### config.mk
export PLATFORM = sky130hd
export DESIGN_NAME = buf_sender_arbiter
export DESIGN_NICKNAME = d
export VERILOG_FILES = /design/src/rtl/buf_arb_pkg.sv /design/src/rtl/rr_pick.sv /design/src/rtl/buf_sender_arbiter.sv
export SDC_FILE = /design/constraint.sdc
export NUM_CORES = 1
export LEC_CHECK = 0
export ABC_AREA = 1
export CAP_MARGIN = 20
export CORE_MARGIN = 2
export CORE_UTILIZATION = 45
export DETAILED_ROUTE_END_ITERATION = 6
export PLACE_DENSITY_LB_ADDON = 0.08
export SYNTH_ARGS = -nofsm -noshare
export SYNTH_HDL_FRONTEND = slang
export SYNTH_HIERARCHICAL = 1
export SYNTH_SLANG_ARGS = --single-unit
export TNS_END_PERCENT = 10
### constraint.sdc
create_clock -name clk -period 5.45 [get_ports clk]
set_input_delay 1.09 -clock clk [delete_from_list [all_inputs] [get_ports clk]]
set_output_delay 1.09 -clock clk [all_outputs]
set_load 0.03 [all_outputs]
### src/rtl/buf_arb_pkg.sv
// Shared types and helpers for the BUF sender-side arbiter.
package buf_arb_pkg;

  typedef enum logic [1:0] {IDLE, REQ, HOLD, REL} arb_state_e;

  localparam int DEF_NUM_SENDERS = 4;
  localparam int DEF_IDX_W       = $clog2(DEF_NUM_SENDERS);

  function automatic int wrap_add(input int a, input int b, input int n);
    return (a + b) % n;
  endfunction

endpackage

### src/rtl/rr_pick.sv
// Rotating-priority picker: first set request at or after ptr, wrapping.
// Purely combinational; no handshake of its own.
module rr_pick
  import buf_arb_pkg::*;
#(
  parameter int N     = 4,
  parameter int IDX_W = 2
) (
  input  logic [N-1:0]     req_i,
  input  logic [IDX_W-1:0] ptr_i,
  output logic             vld_o,
  output logic [N-1:0]     onehot_o,
  output logic [IDX_W-1:0] idx_o
);

  always_comb begin
    vld_o    = 1'b0;
    onehot_o = '0;
    idx_o    = '0;
    for (int k = 0; k < N; k++) begin
      if (!vld_o && req_i[wrap_add(int'(ptr_i), k, N)]) begin
        vld_o                                  = 1'b1;
        onehot_o[wrap_add(int'(ptr_i), k, N)] = 1'b1;
        idx_o                                  = IDX_W'(wrap_add(int'(ptr_i), k, N));
      end
    end
  end

endmodule

### src/rtl/buf_sender_arbiter.sv
// Round-robin share of the BUF sender port; 1-cycle registered hops in both directions.
// Sender-paced in HOLD; watchdog aborts REQ/REL when BUF stalls TIMEOUT cycles.
module buf_sender_arbiter
  import buf_arb_pkg::*;
#(
  parameter int NUM_SENDERS = 4,
  parameter int DATA_W      = 32,
  parameter int TIMEOUT     = 255
) (
  input  logic                          clk,
  input  logic                          rst,
  input  logic [NUM_SENDERS-1:0]        S_REQ,
  input  logic [NUM_SENDERS*DATA_W-1:0] S_DI,
  output logic [NUM_SENDERS-1:0]        S_ACK,
  output logic                          StoB_REQ,
  output logic [DATA_W-1:0]             DI,
  input  logic                          BtoS_ACK,
  output logic [NUM_SENDERS-1:0]        grant,
  output logic                          busy,
  output logic                          timeout_err
);

  localparam int IDX_W = $clog2(NUM_SENDERS);
  localparam int CNT_W = (TIMEOUT > 0) ? $clog2(TIMEOUT + 1) : 1;
  localparam logic [CNT_W-1:0] CNT_MAX = '1;
  localparam logic [CNT_W-1:0] TO_LAST = CNT_W'((TIMEOUT > 0) ? TIMEOUT - 1 : 0);

  arb_state_e             state_q;
  logic [IDX_W-1:0]       ptr_q, g_q, ptr_d;
  logic [NUM_SENDERS-1:0] grant_q, sack_q;
  logic [DATA_W-1:0]      di_q;
  logic                   stob_q, err_q;
  logic [CNT_W-1:0]       cnt_q, cnt_d;
  logic                   wd_hit;

  logic                   pick_vld;
  logic [NUM_SENDERS-1:0] pick_oh;
  logic [IDX_W-1:0]       pick_idx;

  rr_pick #(.N(NUM_SENDERS), .IDX_W(IDX_W)) u_pick (
    .req_i    (S_REQ),
    .ptr_i    (ptr_q),
    .vld_o    (pick_vld),
    .onehot_o (pick_oh),
    .idx_o    (pick_idx)
  );

  assign cnt_d  = (cnt_q == CNT_MAX) ? cnt_q : cnt_q + 1'b1;
  assign wd_hit = (TIMEOUT != 0) && (cnt_q == TO_LAST);
  assign ptr_d  = IDX_W'(wrap_add(int'(g_q), 1, NUM_SENDERS));

  always_ff @(posedge clk or posedge rst) begin
    if (rst) begin
      state_q <= IDLE;
      ptr_q   <= '0;
      g_q     <= '0;
      grant_q <= '0;
      sack_q  <= '0;
      di_q    <= '0;
      stob_q  <= 1'b0;
      err_q   <= 1'b0;
      cnt_q   <= '0;
    end else begin
      case (state_q)
        IDLE: begin
          // Holding off while BUF still acks keeps StoB_REQ from rising into a stale ACK.
          if (pick_vld && !BtoS_ACK) begin
            grant_q <= pick_oh;
            g_q     <= pick_idx;
            di_q    <= S_DI[int'(pick_idx)*DATA_W +: DATA_W];
            stob_q  <= 1'b1;
            cnt_q   <= '0;
            state_q <= REQ;
          end
        end
        REQ: begin
          if (BtoS_ACK) begin
            sack_q  <= grant_q;
            state_q <= HOLD;
          end else if (wd_hit) begin
            err_q   <= 1'b1;
            stob_q  <= 1'b0;
            sack_q  <= '0;
            grant_q <= '0;
            ptr_q   <= ptr_d;
            state_q <= IDLE;
          end else begin
            cnt_q <= cnt_d;
          end
        end
        HOLD: begin
          if (!S_REQ[g_q]) begin
            stob_q  <= 1'b0;
            cnt_q   <= '0;
            state_q <= REL;
          end
        end
        REL: begin
          if (!BtoS_ACK) begin
            sack_q  <= '0;
            grant_q <= '0;
            ptr_q   <= ptr_d;
            state_q <= IDLE;
          end else if (wd_hit) begin
            err_q   <= 1'b1;
            stob_q  <= 1'b0;
            sack_q  <= '0;
            grant_q <= '0;
            ptr_q   <= ptr_d;
            state_q <= IDLE;
          end else begin
            cnt_q <= cnt_d;
          end
        end
        default: state_q <= IDLE;
      endcase
    end
  end

  assign S_ACK       = sack_q;
  assign StoB_REQ    = stob_q;
  assign DI          = di_q;
  assign grant       = grant_q;
  assign busy        = (state_q != IDLE);
  assign timeout_err = err_q;

endmodule
# Yosys cells after proc, flatten, opt, wreduce, memory -nomap -nowiden

Cells that the tools add are included.

Bits in registers: 56
Input bits: 135
Output and inout port bits: 43
Word-level logic and storage cells: 133

Add/sub/neg operators: 5
Order comparisons: 9
Equal/unequal tests: 9
Shift-type cells: 1
Muxes and demuxes: 69
Bitwise operators: 6
Reductions and logical operators: 25

Operators with widths:

| operator                                             | number |
|---|---|
| indexed part select 128 x 8 -> 32 bit                | 1 |
| two-way mux 8 bit                                    | 6 |
| two-way mux 4 bit                                    | 11 |
| one-hot mux 8 bit (4 select lines)                   | 1 |
| two-way mux 1 bit                                    | 24 |
| two-way mux 2 bit                                    | 12 |
| equality test 8 bit (second input constant)          | 2 |
| < comparator 3 x 4 -> 1 bit (second input constant)  | 3 |
| bitwise OR 4 bit                                     | 3 |
| one-hot mux 4 bit (3 select lines)                   | 1 |
| binary-select mux 1 bit (select 2 bit)               | 5 |
| >= comparator 3 x 1 -> 1 bit (second input constant) | 3 |
| adder 8 x 1 -> 8 bit (second input constant)         | 1 |
| demux 1 bit (select 2 bit)                           | 4 |
| logical AND 1 bit                                    | 8 |
| inequality test 2 bit (second input constant)        | 4 |
| one-hot mux 2 bit (4 select lines)                   | 1 |
| one-hot mux 4 bit (2 select lines)                   | 1 |
| < comparator 2 x 3 -> 1 bit (second input constant)  | 2 |
| AND reduction 2 bit                                  | 3 |
| AND reduction 3 bit                                  | 2 |
| OR reduction 2 bit                                   | 3 |
| adder 2 x 1 -> 2 bit (second input constant)         | 2 |
| adder 2 bit (second input constant)                  | 2 |
| other kinds (12)                                     | 19 |

# Longest topological paths before layout

Word-level depth: 17
Depth in mapped cells: 16
Mapped depth without buffers: 14

# By module

The synthesis kept the hierarchy.

Modules (own cells, without submodules):

| module             | times used | cells an instance | area an instance (um2) | sequential area each (um2) |
|---|---|---|---|---|
| buf_sender_arbiter | 1          | 497               | 3452.1                 | 1401.3 |
| rr_pick            | 1          | 74                | 440.4                  | 0.0 |

# Worst setup path after synthesis

No wires, ideal clock.

Path kind: input to register
Start: in S_REQ[3]
End: reg di_q[28] (netlist: DI[28])
Library setup time: 0.117 ns
Data arrival time: 2.487 ns
Data required time: 5.333 ns
Path slack: 2.846 ns
Cell stages on the path: 14
Path buffers: 2
Path through: inv_1 nand2_1 nand3_4 nand2_4 nor2_1 a21oi_1 nand3_1 inv_2 buf_4 clkbuf_1 o21ai_0 o22ai_1 nand2_1 nand2_1

Elaborated cells on any way between the ends: 28
Classes of those cells: shift: 1; mux: 19; reduce/logical: 8

RTL lines:

| item                                    | RTL line                 | text |
|---|---|---|
| start, declared                         | buf_sender_arbiter.sv:12 | `input logic [NUM_SENDERS-1:0] S_REQ,` |
| binary-select mux 1 bit (select 2 bit)  | rr_pick.sv:21            | `if (!vld_o && req_i[wrap_add(int'(ptr_i), k, N)]) begin` |
| two-way mux 1 bit (not written as such) | rr_pick.sv:21            |  |
| two-way mux 1 bit                       | rr_pick.sv:21            |  |
| logical NOT 1 bit                       | rr_pick.sv:21            |  |
| logical AND 1 bit                       | rr_pick.sv:21            |  |
| two-way mux 1 bit                       | rr_pick.sv:21            |  |
| logical NOT 1 bit                       | rr_pick.sv:21            |  |
| logical AND 1 bit                       | rr_pick.sv:21            |  |
| two-way mux 1 bit                       | rr_pick.sv:21            |  |
| logical NOT 1 bit                       | rr_pick.sv:21            |  |
| logical AND 1 bit                       | rr_pick.sv:21            |  |
| two-way mux 2 bit *                     | rr_pick.sv:21            |  |
| net pick_idx[0]                         | buf_sender_arbiter.sv:38 | `logic [IDX_W-1:0] pick_idx;` |
| indexed part select 128 x 8 -> 32 bit * | buf_sender_arbiter.sv:70 | `di_q <= S_DI[int'(pick_idx)*DATA_W +: DATA_W];` |
| end signal, assigned                    | buf_sender_arbiter.sv:70 |  |
| end, declared                           | buf_sender_arbiter.sv:31 | `logic [DATA_W-1:0] di_q;` |

Mark *: on every way through the listed nets, which the timed path passes. The rest lies on a longest branch. The select of a mux whose other input is x is not followed.
A chain may end at the register's enable or synchronous reset.

# Worst setup path after layout

Start: in S_REQ[3]
End: reg di_q[17] (netlist: DI[17])

Same word-level chain as after synthesis.

==> metrics.md <==
| Metric | Value |
|---|---|
| Port-buffer cells | `177` |
| Initial core utilization | `46.90%` |
| CTS tree | `built` |
| Cells after Synth | `571` |
| Synth Warn # | `6` |
| Top post-synthesis cells by area | `dfrtp_1, nand2_1, nor2_1, o21ai_0, nand3_1` |
| Critical Path RT | `5.68 ns` |
| Post-synthesis net count | `713` |
| Setup Viol. Count Final | `0` |
| Min-delay src | `timeout_err$_DFFE_PP0P_` |
| Via Count | `4297` |
| Synth Cell Area | `3892 um^2` |
| DR pass1 iterations | `4` |
| Worst-Margin Slew | `0.9407 ns` |
| Skew final | `0.01076 ns` |
| Post_cts resized | `0` |
| Area growth syn-to-layout | `48.02%` |
| HP Class | `flip-flop to flip-flop` |
| Final critical-path share of the clock period | `64.55%` |
| Hold_buf cts | `0` |
| Initial antenna violation count | `0` |
| CP endpoint kind | `flip-flop` |
| Most common cell after layout, fill and taps aside | `clkdlybuf4s50_1` |
| Initial DRC count | `266` |
| Die X | `97.01 um` |
| Core Rows | `33` |
| DR WL/cell | `14.38 um` |
| Final critical-path required period | `3.518 ns` |
| Leak | `2.555 nW` |
| Core ar. | `8299 um^2` |
| Critical path type | `input pin to flip-flop` |
| Detailed placement HPWL | `8994 um` |
| Register-to-Register Path Depth | `11` |
| Clock latency on the worst-skew pair | `0.31 ns` |
| Max-cap violations | `0` |
| Total track usage | `24.95%` |
| Top-area cell type share of the netlist area | `36.00%` |
| Antenna-violating nets left | `0` |
| TritonCTS Sinks | `56` |
| Most frequent cells in the layout | `clkdlybuf4s50_1, nand2_1, nor2_1, o21ai_0, dfrtp_1` |
| Layout cells sized above 1 | `6.584%` |
| Die Area | `9410 um^2` |
| WHS Endpoint | `timeout_err$_DFFE_PP0P_` |
| Worst hold path depth | `2` |
| Slowest-stage cell, CP | `inv_2` |
| Worst flop-to-flop path endpoint | `DI[17]$_DFFE_PP0P_` |
| Cell taking the most area after synthesis | `dfrtp_1` |
| Postcts setup bufs | `0` |
| Max Clk Rate | `284.2 MHz` |
| Final hold vios | `0` |
| Gpl congestion | `0.8875` |
| Crit path max fanout | `65` |
| Post-layout util | `69.43%` |
| Grt total ovfl | `0` |
| Number of I/O pins | `178` |
| Root buffer cell | `clkbuf_8` |
| First-pass GRT wire length | `19600 um` |
| Vias per std cell | `5.152` |
| Die H | `97.01 um` |
| Reg2Reg Setup Slack | `2.24 ns` |
| Yosys reg bits | `56` |
| # nets final | `870` |
| CTS clk-pin slew, worst paths | `0.10 ns` |
| Number of CTS-inserted buffers | `5` |
| Avg Cell Area, Syn | `6.817 um^2` |
| CTS max path bufs | `2` |
| Vias in the first global route | `4170` |
| Max transition margin | `37.20%` |
| WL final | `11990 um` |
| Reg2reg start | `ptr_q[0]$_DFFE_PP0P_` |
| Peak supply drop | `0.3685 mV` |
| Pins Over Slew Limit | `0` |
| Setup TNS | `0 ns` |
| Largest net degree at the start of global routing | `66` |
| # DRC | `0` |
| Ant diodes | `0` |
| Startpoint Class | `input pin` |
| RSZ-0062 raised after global routing | `false` |
| Cell Pwr Density | `632.0 nW/um^2` |
| Cell Chain, Critical Path | `clkdlybuf4s50_1 > inv_1 > nand2_1 > nand3_4 > nand2_4 > nor2_1 > a21oi_1 > nand3_2 > inv_2 > o21ai_0 > a31oi_1` |
| Synth cell types | `34` |
| Htree depth | `2` |
| Max incr delay on CP | `0.69 ns` |
| Outcome | `complete, no violations` |
| WP data arrival | `3.75 ns` |
| Sequential fraction of the synthesis area | `36.00%` |
## layout make-up
| type | instances | area (um^2) |
|---|---|---|
| Multi-Input combinational cell | 447 | 2198 |
| Inverter | 38 | 145.1 |
| Clock buffer | 5 | 68.82 |
| Timing Repair Buffer | 180 | 1794 |
| Clock inverter | 3 | 22.52 |
| Tap cell | 105 | 131.4 |
| Sequential cell | 56 | 1401 |
| Fill cell | 716 | 2537 |
## where the power goes
group / internal, mW / total [mW] / switching, mW / leakage (nW)
Clock: 0.0925 / 0.234 / 0.141 / 0.0485
Combinational: 0.947 / 2.68 / 1.73 / 1.81
Sequential: 0.588 / 0.728 / 0.141 / 0.694
## metrics by stage
step                hold slack, ns  total power, mW  worst slack (ns)  cell area (um^2)  std cells
floorplan                   0.4852            2.667             2.846              3892        571
global placement            0.4548            3.367             1.662              5670        826
detailed placement          0.4593            3.401             1.629              5670        826
CTS                         0.4829            3.642             1.950              5762        834
global route                0.5016            3.965             1.737              5762        834
finish                      0.4818            3.642             1.932              5762        834
## cells by family after synthesis
group / count (synthesis) / share of synthesized area [%]
buffers and inverters: 68 / 7.651
AND/OR/NAND/NOR: 311 / 34.91
AO/OA/AOI/OAI: 125 / 18.29
XOR/XNOR: 4 / 0.9002
flip-flops: 56 / 36.00
adder cells (fa/ha/maj): 7 / 2.250
## critical path: cells and delay by family
family	cells	cell delay, ns
AO/OA/AOI/OAI	3	0.76
AND/OR/NAND/NOR	5	0.58
buffers and inverters	3	1.27
## state kept, by name, summed over array words and instances (netlist names)
name	flops
ptr_q	2
DI	32
g_q	2
timeout_err	1
state_q	2
cnt_q	8
grant	4
S_ACK	4
StoB_REQ	1
## worst max path at each step
stage | start | to | depth (start not counted)
finish | S_REQ[3] | DI[17]$_DFFE_PP0P_ | 11
global route | S_REQ[3] | DI[10]$_DFFE_PP0P_ | 13
CTS | S_REQ[3] | DI[17]$_DFFE_PP0P_ | 11
detailed placement | S_REQ[3] | DI[17]$_DFFE_PP0P_ | 11
global placement | S_REQ[3] | DI[17]$_DFFE_PP0P_ | 11
floorplan | S_REQ[3] | DI[28]$_DFFE_PP0P_ | 14
## metal layers
layer  GRT usage (%)  wire length, um  up-vias
met5               0                0        -
met2           46.42             6086      147
met1           27.53             4749     1954
met3           7.153              901       18
li1                -                -     2178
met4           6.934              255        0
## Yosys cell counts
master / instances
a21boi_0: 4
a21oi_1: 7
a21oi_2: 2
a21oi_4: 1
a31oi_1: 13
a31oi_2: 1
buf_2: 10
buf_4: 5
buf_6: 1
clkbuf_1: 13
clkbuf_2: 1
dfrtp_1: 56
ha_1: 7
inv_1: 32
inv_2: 5
inv_4: 1
nand2_1: 129
nand2_2: 13
nand2_4: 1
nand3_1: 32
nand3_2: 1
nand3_4: 3
nand4_1: 7
nor2_1: 118
nor2_2: 3
nor2_4: 3
nor2_8: 1
o21ai_0: 60
o21ai_1: 14
o21bai_1: 2
o22ai_1: 19
o31ai_1: 2
xnor2_1: 3
xor2_1: 1
Note: power is estimated with default switching activity, not from simulation.
